==> src/rtl/joy_pkg.sv <==
// Shared constants for the joystick input conditioning block: button indices,
// vector widths, the Gravis mode code and default divider values.
package joy_pkg;

  localparam int JOY_RIGHT  = 0;
  localparam int JOY_LEFT   = 1;
  localparam int JOY_DOWN   = 2;
  localparam int JOY_UP     = 3;
  localparam int JOY_BUT1   = 4;
  localparam int JOY_BUT2   = 5;
  localparam int JOY_BUT3   = 6;
  localparam int JOY_BUT4   = 7;
  localparam int JOY_START  = 8;
  localparam int JOY_SELECT = 9;
  localparam int JOY_R1     = 10;
  localparam int JOY_L1     = 11;
  localparam int JOY_R2     = 12;
  localparam int JOY_L2     = 13;

  localparam int JOY_DIG_W = 14;
  localparam int JOY_ANA_W = 16;

  localparam logic [1:0] JOY_MODE_GRAVIS = 2'd2;

  localparam int unsigned JOY_DB_DIV_DEF     = 90500;
  localparam int unsigned JOY_DB_COUNT_DEF   = 3;
  localparam int unsigned JOY_DEADZONE_DEF   = 8;
  localparam int unsigned JOY_GRAV_HALF_DEF  = 2262;
  localparam int unsigned JOY_TURBO_HALF_DEF = 4525000;

  typedef logic [JOY_DIG_W-1:0] joy_dig_t;

  // Counter width able to hold 0..n-1, never narrower than one bit.
  function automatic int unsigned cnt_w(input int unsigned n);
    return (n < 2) ? 1 : $clog2(n);
  endfunction

endpackage

==> src/rtl/joy_debounce.sv <==
// Whole-vector button debouncer: a changed vector must stay identical for
// DB_COUNT shared prescaler ticks before it replaces the stable vector.
module joy_debounce
  import joy_pkg::*;
#(
  parameter int unsigned DB_COUNT = JOY_DB_COUNT_DEF
) (
  input  logic     clk,
  input  logic     rst_n,
  input  logic     tick_i,
  input  joy_dig_t raw_i,
  output joy_dig_t stable_o
);

  localparam logic [3:0] DB_LIM = 4'(DB_COUNT);

  joy_dig_t   cand_q, cand_d;
  joy_dig_t   stable_q, stable_d;
  logic [3:0] cnt_q, cnt_d;

  // A raw change always restarts the count, even on a tick cycle.
  always_comb begin
    cand_d   = cand_q;
    stable_d = stable_q;
    cnt_d    = cnt_q;
    if (raw_i != cand_q) begin
      cand_d = raw_i;
      cnt_d  = '0;
    end else if (raw_i != stable_q) begin
      if (tick_i) begin
        if (cnt_q + 4'd1 == DB_LIM) begin
          stable_d = cand_q;
          cnt_d    = '0;
        end else begin
          cnt_d = cnt_q + 4'd1;
        end
      end
    end else begin
      cnt_d = '0;
    end
  end

  always_ff @(posedge clk or negedge rst_n) begin
    if (!rst_n) begin
      cand_q   <= '0;
      stable_q <= '0;
      cnt_q    <= '0;
    end else begin
      cand_q   <= cand_d;
      stable_q <= stable_d;
      cnt_q    <= cnt_d;
    end
  end

  assign stable_o = stable_q;

endmodule

==> src/rtl/joy_input_cond.sv <==
// Raw controller conditioning for the game-port joystick block: debounce,
// optional autofire (enabled by defining JOY_AUTOFIRE_EN), analog deadzone
// and the free-running Gravis GamePad Pro serial clock.
module joy_input_cond
  import joy_pkg::*;
#(
  parameter int unsigned DB_DIV     = JOY_DB_DIV_DEF,
  parameter int unsigned DB_COUNT   = JOY_DB_COUNT_DEF,
  parameter int unsigned DEADZONE   = JOY_DEADZONE_DEF,
  parameter int unsigned GRAV_HALF  = JOY_GRAV_HALF_DEF,
  parameter int unsigned TURBO_HALF = JOY_TURBO_HALF_DEF
) (
  input  logic                 clk,
  input  logic                 rst_n,
  input  logic [JOY_DIG_W-1:0] joy_raw_1,
  input  logic [JOY_DIG_W-1:0] joy_raw_2,
  input  logic [JOY_ANA_W-1:0] ana_raw_1,
  input  logic [JOY_ANA_W-1:0] ana_raw_2,
  input  logic [1:0]           mode,
  input  logic [3:0]           turbo_mask,
  output logic [JOY_DIG_W-1:0] dig_1,
  output logic [JOY_DIG_W-1:0] dig_2,
  output logic [JOY_ANA_W-1:0] ana_1,
  output logic [JOY_ANA_W-1:0] ana_2,
  output logic                 clk_grav
);

  localparam int unsigned DB_W = cnt_w(DB_DIV);
  localparam int unsigned GV_W = cnt_w(GRAV_HALF);
  localparam logic [6:0]  DZ   = 7'(DEADZONE);

  // ---------------------------------------------------------------------------
  // Shared debounce prescaler and per-player debouncers
  // ---------------------------------------------------------------------------
  logic [DB_W-1:0] pre_q;
  logic            tick;
  joy_dig_t        stable_1, stable_2;

  assign tick = (pre_q == DB_W'(DB_DIV - 1));

  always_ff @(posedge clk or negedge rst_n) begin
    if (!rst_n)    pre_q <= '0;
    else if (tick) pre_q <= '0;
    else           pre_q <= pre_q + DB_W'(1);
  end

  joy_debounce #(.DB_COUNT(DB_COUNT)) u_db_1 (
    .clk      (clk),
    .rst_n    (rst_n),
    .tick_i   (tick),
    .raw_i    (joy_raw_1),
    .stable_o (stable_1)
  );

  joy_debounce #(.DB_COUNT(DB_COUNT)) u_db_2 (
    .clk      (clk),
    .rst_n    (rst_n),
    .tick_i   (tick),
    .raw_i    (joy_raw_2),
    .stable_o (stable_2)
  );

  // ---------------------------------------------------------------------------
  // Autofire and digital output register
  // ---------------------------------------------------------------------------
  joy_dig_t dig_1_d, dig_2_d, dig_1_q, dig_2_q;

`ifdef JOY_AUTOFIRE_EN
  localparam int unsigned TB_W = cnt_w(TURBO_HALF);

  logic [TB_W-1:0] turbo_cnt_q;
  logic            turbo_phase_q;

  always_ff @(posedge clk or negedge rst_n) begin
    if (!rst_n) begin
      turbo_cnt_q   <= '0;
      turbo_phase_q <= 1'b1;
    end else if (turbo_cnt_q == TB_W'(TURBO_HALF - 1)) begin
      turbo_cnt_q   <= '0;
      turbo_phase_q <= ~turbo_phase_q;
    end else begin
      turbo_cnt_q   <= turbo_cnt_q + TB_W'(1);
    end
  end

  function automatic joy_dig_t apply_turbo(input joy_dig_t s, input logic [3:0] m,
                                           input logic ph);
    joy_dig_t r;
    r = s;
    for (int i = 0; i < 4; i++) begin
      r[JOY_BUT1+i] = s[JOY_BUT1+i] & (~m[i] | ph);
    end
    return r;
  endfunction

  assign dig_1_d = apply_turbo(stable_1, turbo_mask, turbo_phase_q);
  assign dig_2_d = apply_turbo(stable_2, turbo_mask, turbo_phase_q);
`else
  logic unused_turbo_mask;

  assign unused_turbo_mask = ^turbo_mask;
  assign dig_1_d           = stable_1;
  assign dig_2_d           = stable_2;
`endif

  always_ff @(posedge clk or negedge rst_n) begin
    if (!rst_n) begin
      dig_1_q <= '0;
      dig_2_q <= '0;
    end else begin
      dig_1_q <= dig_1_d;
      dig_2_q <= dig_2_d;
    end
  end

  assign dig_1 = dig_1_q;
  assign dig_2 = dig_2_q;

  // ---------------------------------------------------------------------------
  // Analog deadzone pipeline, axes ordered P1.X, P1.Y, P2.X, P2.Y
  // ---------------------------------------------------------------------------
  function automatic logic [6:0] abs_sat(input logic signed [7:0] v);
    if (v == 8'sh80) return 7'd127;
    else if (v[7])   return 7'(-v);
    else             return v[6:0];
  endfunction

  // Rebuilding from sign and saturated magnitude turns -128 into -127.
  function automatic logic signed [7:0] dz_apply(input logic sgn, input logic [6:0] mag);
    if (mag < DZ)  return 8'sd0;
    else if (sgn)  return -$signed({1'b0, mag});
    else           return $signed({1'b0, mag});
  endfunction

  logic signed [7:0] ax_p0 [4];
  logic              sign_p1_q [4];
  logic [6:0]        mag_p1_q [4];
  logic signed [7:0] ax_p2_q [4];

  assign ax_p0[0] = ana_raw_1[7:0];
  assign ax_p0[1] = ana_raw_1[15:8];
  assign ax_p0[2] = ana_raw_2[7:0];
  assign ax_p0[3] = ana_raw_2[15:8];

  // p0 -> p1: sign and saturated magnitude
  always_ff @(posedge clk or negedge rst_n) begin
    if (!rst_n) begin
      for (int i = 0; i < 4; i++) begin
        sign_p1_q[i] <= 1'b0;
        mag_p1_q[i]  <= '0;
      end
    end else begin
      for (int i = 0; i < 4; i++) begin
        sign_p1_q[i] <= ax_p0[i][7];
        mag_p1_q[i]  <= abs_sat(ax_p0[i]);
      end
    end
  end

  // p1 -> p2: deadzone and output
  always_ff @(posedge clk or negedge rst_n) begin
    if (!rst_n) begin
      for (int i = 0; i < 4; i++) ax_p2_q[i] <= '0;
    end else begin
      for (int i = 0; i < 4; i++) ax_p2_q[i] <= dz_apply(sign_p1_q[i], mag_p1_q[i]);
    end
  end

  assign ana_1 = {ax_p2_q[1], ax_p2_q[0]};
  assign ana_2 = {ax_p2_q[3], ax_p2_q[2]};

  // ---------------------------------------------------------------------------
  // Gravis serial clock, held low and re-phased whenever mode leaves Gravis
  // ---------------------------------------------------------------------------
  logic [GV_W-1:0] grav_cnt_q;
  logic            clk_grav_q;

  always_ff @(posedge clk or negedge rst_n) begin
    if (!rst_n) begin
      grav_cnt_q <= '0;
      clk_grav_q <= 1'b0;
    end else if (mode != JOY_MODE_GRAVIS) begin
      grav_cnt_q <= '0;
      clk_grav_q <= 1'b0;
    end else if (grav_cnt_q == GV_W'(GRAV_HALF - 1)) begin
      grav_cnt_q <= '0;
      clk_grav_q <= ~clk_grav_q;
    end else begin
      grav_cnt_q <= grav_cnt_q + GV_W'(1);
    end
  end

  assign clk_grav = clk_grav_q;

endmodule
==> config.mk <==
export PLATFORM = sky130hd
export DESIGN_NAME = joy_input_cond
export DESIGN_NICKNAME = d
export VERILOG_FILES = /design/src/rtl/joy_pkg.sv /design/src/rtl/joy_debounce.sv /design/src/rtl/joy_input_cond.sv
export SDC_FILE = /design/constraint.sdc
export NUM_CORES = 1
export LEC_CHECK = 0
export BUFFER_PORTS_ARGS = -buffer_cell sky130_fd_sc_hd__buf_2
export CORE_UTILIZATION = 25
export CTS_CLUSTER_SIZE = 12
export DETAILED_ROUTE_END_ITERATION = 8
export HOLD_SLACK_MARGIN = 0.1
export PLACE_DENSITY = 0.42
export SKIP_LAST_GASP = 1
export SLEW_MARGIN = 15
export SYNTH_ARGS = -nofsm -noshare
export SYNTH_HDL_FRONTEND = slang
export SYNTH_SLANG_ARGS = --single-unit
==> constraint.sdc <==
create_clock -name clk -period 4.05 [get_ports clk]
set_clock_uncertainty 0.15 [all_clocks]
set_input_delay 0.81 -clock clk [delete_from_list [all_inputs] [get_ports clk]]
set_output_delay 0.81 -clock clk [all_outputs]
set_load 0.03 [all_outputs]
==> reports/qor.yml <==
synth_cells: 698
slew_violations: 0
clockBufferDepth: 2
ios: 129
drt_first_iter_violations: 190
clk_pin_slew_ns: 0.07
place_area_um2: 9036
yosysUniqueCellTypes: 41
num-nets-final: 890
setup-violations-final: 0
path_max_fanout: 12
dpl.hpwl_mm: 11.66
min_period_ns: 2.923
initial_utilization_pct: 25.40
final_common_cell: "dfrtp_1"
synthToLayoutAreaGrowth_pct: 19.90
layout_common_cells: "dfrtp_1, buf_2, nand2_1, xor2_1, nor2_1"
cts.sinks: 186
grt_pass1_wl_mm: 27.29
die_h_um: 181.1
hold_class: "primary input to asynchronous set/reset pin"
yosysWarningCount: 0
grt_antenna_before_repair: 0
powerDensity_nw_per_um2: 423.2
post_cts_buffers: 0
synth-seq-area-share_pct: 58.07
num_antenna_cells: 0
rows: 65
wl_per_cell_um: 13.22
finalCritPeriodShare_pct: 72.18
cts_tree: "built"
tightest_slew_ns: 0.8496
rsz0062_at_grt: "false"
path_class: "flop to flop"
power_leakage_nw: 4.467
clk_latency_ns: 0.44
viasPerCell: 4.115
htree_num_levels: 4
critical_path.top_delay_family: "simple AND/OR/NAND/NOR gates"
die_area_um2: 32780
relSlewSlack_pct: 42.84
critPathLaunchType: "flop"
postCtsHoldBufs: 0
vias: 5028
io_buffer_count: 124
grt_usage_pct: 10.65
fin_area_um2: 9610
synth.ff_latch_count: 186
path_common_cell: "or4_4"
syn_area_um2: 8015
coreArea_um2: 31560
syn_area_per_cell_um2: 11.48
synth_edf_count: 0
grt_pass1_vias: 5205
antenna_left: 0
fp.dieW_um: 181.1
slowest_stage: "or4_4"
maxCapViolCount: 0
synth-async-reset-ratio_pct: 100.0
synthFlopType: "dfrtp_1"
cpPeakStageDelay_ns: 0.63
synth_nets: 781
fmax_mhz: 342.1
cts_buffers: 17
crit_arrival_ns: 3.09
cts-resized-gates: 0
cp_data_required_time_ns: 4.22
wirelength_mm: 16.15
cp_num_buf_inv: 1
drive_gt1_share_pct: 24.63
firstDrtPassIters: 4
grt_max_degree: 75
status: "complete, no violations"
crit_chain: "or4_4 -> or4_4 -> nor4b_4 -> buf_4 -> mux2_2"
gp_congestion: 0.7183
drc: 0
overflow: 0
root_buffer: "clkbuf_16"
worst_setup_path_end_kind: "flop"
fin_setup_tns_ns: 0
peakVddDrop_v: 0.0002757
finalHoldViolations: 0
-- worst paths after layout --
path / from / end / slack [ns] / cells past startpoint
max: pre_q[9] / u_db_2.stable_o[0] / 1.13 / 5
min: rst_n / grav_cnt_q[10] / 0.24 / 1
max reg2reg: pre_q[9] / u_db_2.stable_o[0] / 1.13 / 5
min reg2reg: u_db_2.stable_o[8] / dig_2[8] / 0.26 / 0
max in group asynchronous: rst_n / ana_1[11] / 2.70 / 2
min in group clk: u_db_2.stable_o[8] / dig_2[8] / 0.26 / 0
-- synth_stat cells, types with 4 or more instances --
cell	n	area, um^2
dfrtp_1	186	4654
nand2_1	74	277.8
xor2_1	64	560.5
nor2_1	60	225.2
xnor2_1	47	411.6
clkbuf_1	38	142.6
o21ai_0	22	110.1
inv_1	20	75.07
mux2_2	18	202.7
nand4_1	18	112.6
ha_1	15	187.7
nor2b_1	12	75.07
nor4_1	12	75.07
nand3_1	11	55.05
or3_1	11	68.82
mux2_4	10	150.1
nand3b_1	9	67.56
nor3_1	9	45.04
o31ai_1	9	67.56
a21oi_1	6	30.03
o21a_1	5	37.54
a211o_1	4	35.03
mux2i_1	4	40.04
nand2b_1	4	25.02
o211ai_1	4	30.03
or3_2	4	30.03
-- layer usage --
metal,global-route usage (%),part of all wire (%)
met5,0,0
met4,3.864,1.3
met3,3.003,3.4
met2,16.91,47
met1,13.81,48
-- state kept, by name, indices dropped and copies added, names as in the netlist --
signal / cells
u_db_2.cand_q: 14
u_db_2.cnt_q: 4
u_db_1.cand_q: 14
u_db_2.stable_o: 14
mag_p1_q: 28
ana_2: 16
ana_1: 16
sign_p1_q: 4
dig_1: 14
dig_2: 14
pre_q: 17
u_db_1.cnt_q: 4
u_db_1.stable_o: 14
grav_cnt_q: 12
clk_grav: 1
-- through the flow --
stage / hold slack [ns] / total power, W / cells / setup WS [ns] / util, %
after floorplan: 0.2393 / 0.002283 / 698 / 1.225 / -
final: 0.2442 / 0.004067 / 1222 / 1.127 / 30.46
after CTS: 0.2418 / 0.004156 / 1222 / 1.084 / 30.46
after global routing: 0.2572 / 0.004281 / 1222 / 0.9942 / 30.46
after global placement: 0.2567 / 0.002466 / 1190 / 0.9666 / 28.64
after detailed placement: 0.2510 / 0.002465 / 1190 / 0.9341 / 28.64
-- cell families after synthesis --
group                    count (synthesis)  synth area share (%)
AND/OR/NAND/NOR                        240                 15.24
adder cells (fa/ha/maj)                 15                 2.342
XOR/XNOR                               111                 12.13
AO/OA/AOI/OAI                           53                 4.184
multiplexers                            32                 4.902
flip-flops                             186                 58.07
buffers and inverters                   61                 3.138
-- worst register-to-register path, stage by stage (launching register included) --
cell and delay (ns):
dfrtp_1 0.44, or4_4 0.56, or4_4 0.63, nor4b_4 0.39, buf_4 0.29, mux2_2 0.36
-- power breakdown --
part	total [W]	internal (W)	leakage [nW]	switching, W
sequential	0.00200	0.00195	2.38	0.0000545
clock	0.00165	0.000891	0.276	0.000759
combinational	0.000417	0.000146	1.81	0.000271
total	0.00407	0.00298	4.47	0.00108
-- final cells by class --
type | instances | area (um^2)
clock buffer | 21 | 460.4
clock inverter | 11 | 113.9
fill | 3283 | 21940
inverter | 20 | 75.07
multi-input combinational | 451 | 3109
sequential | 186 | 4654
tap | 402 | 503.0
timing repair buffer | 131 | 694.4
Power figures use the tool's default switching activity.
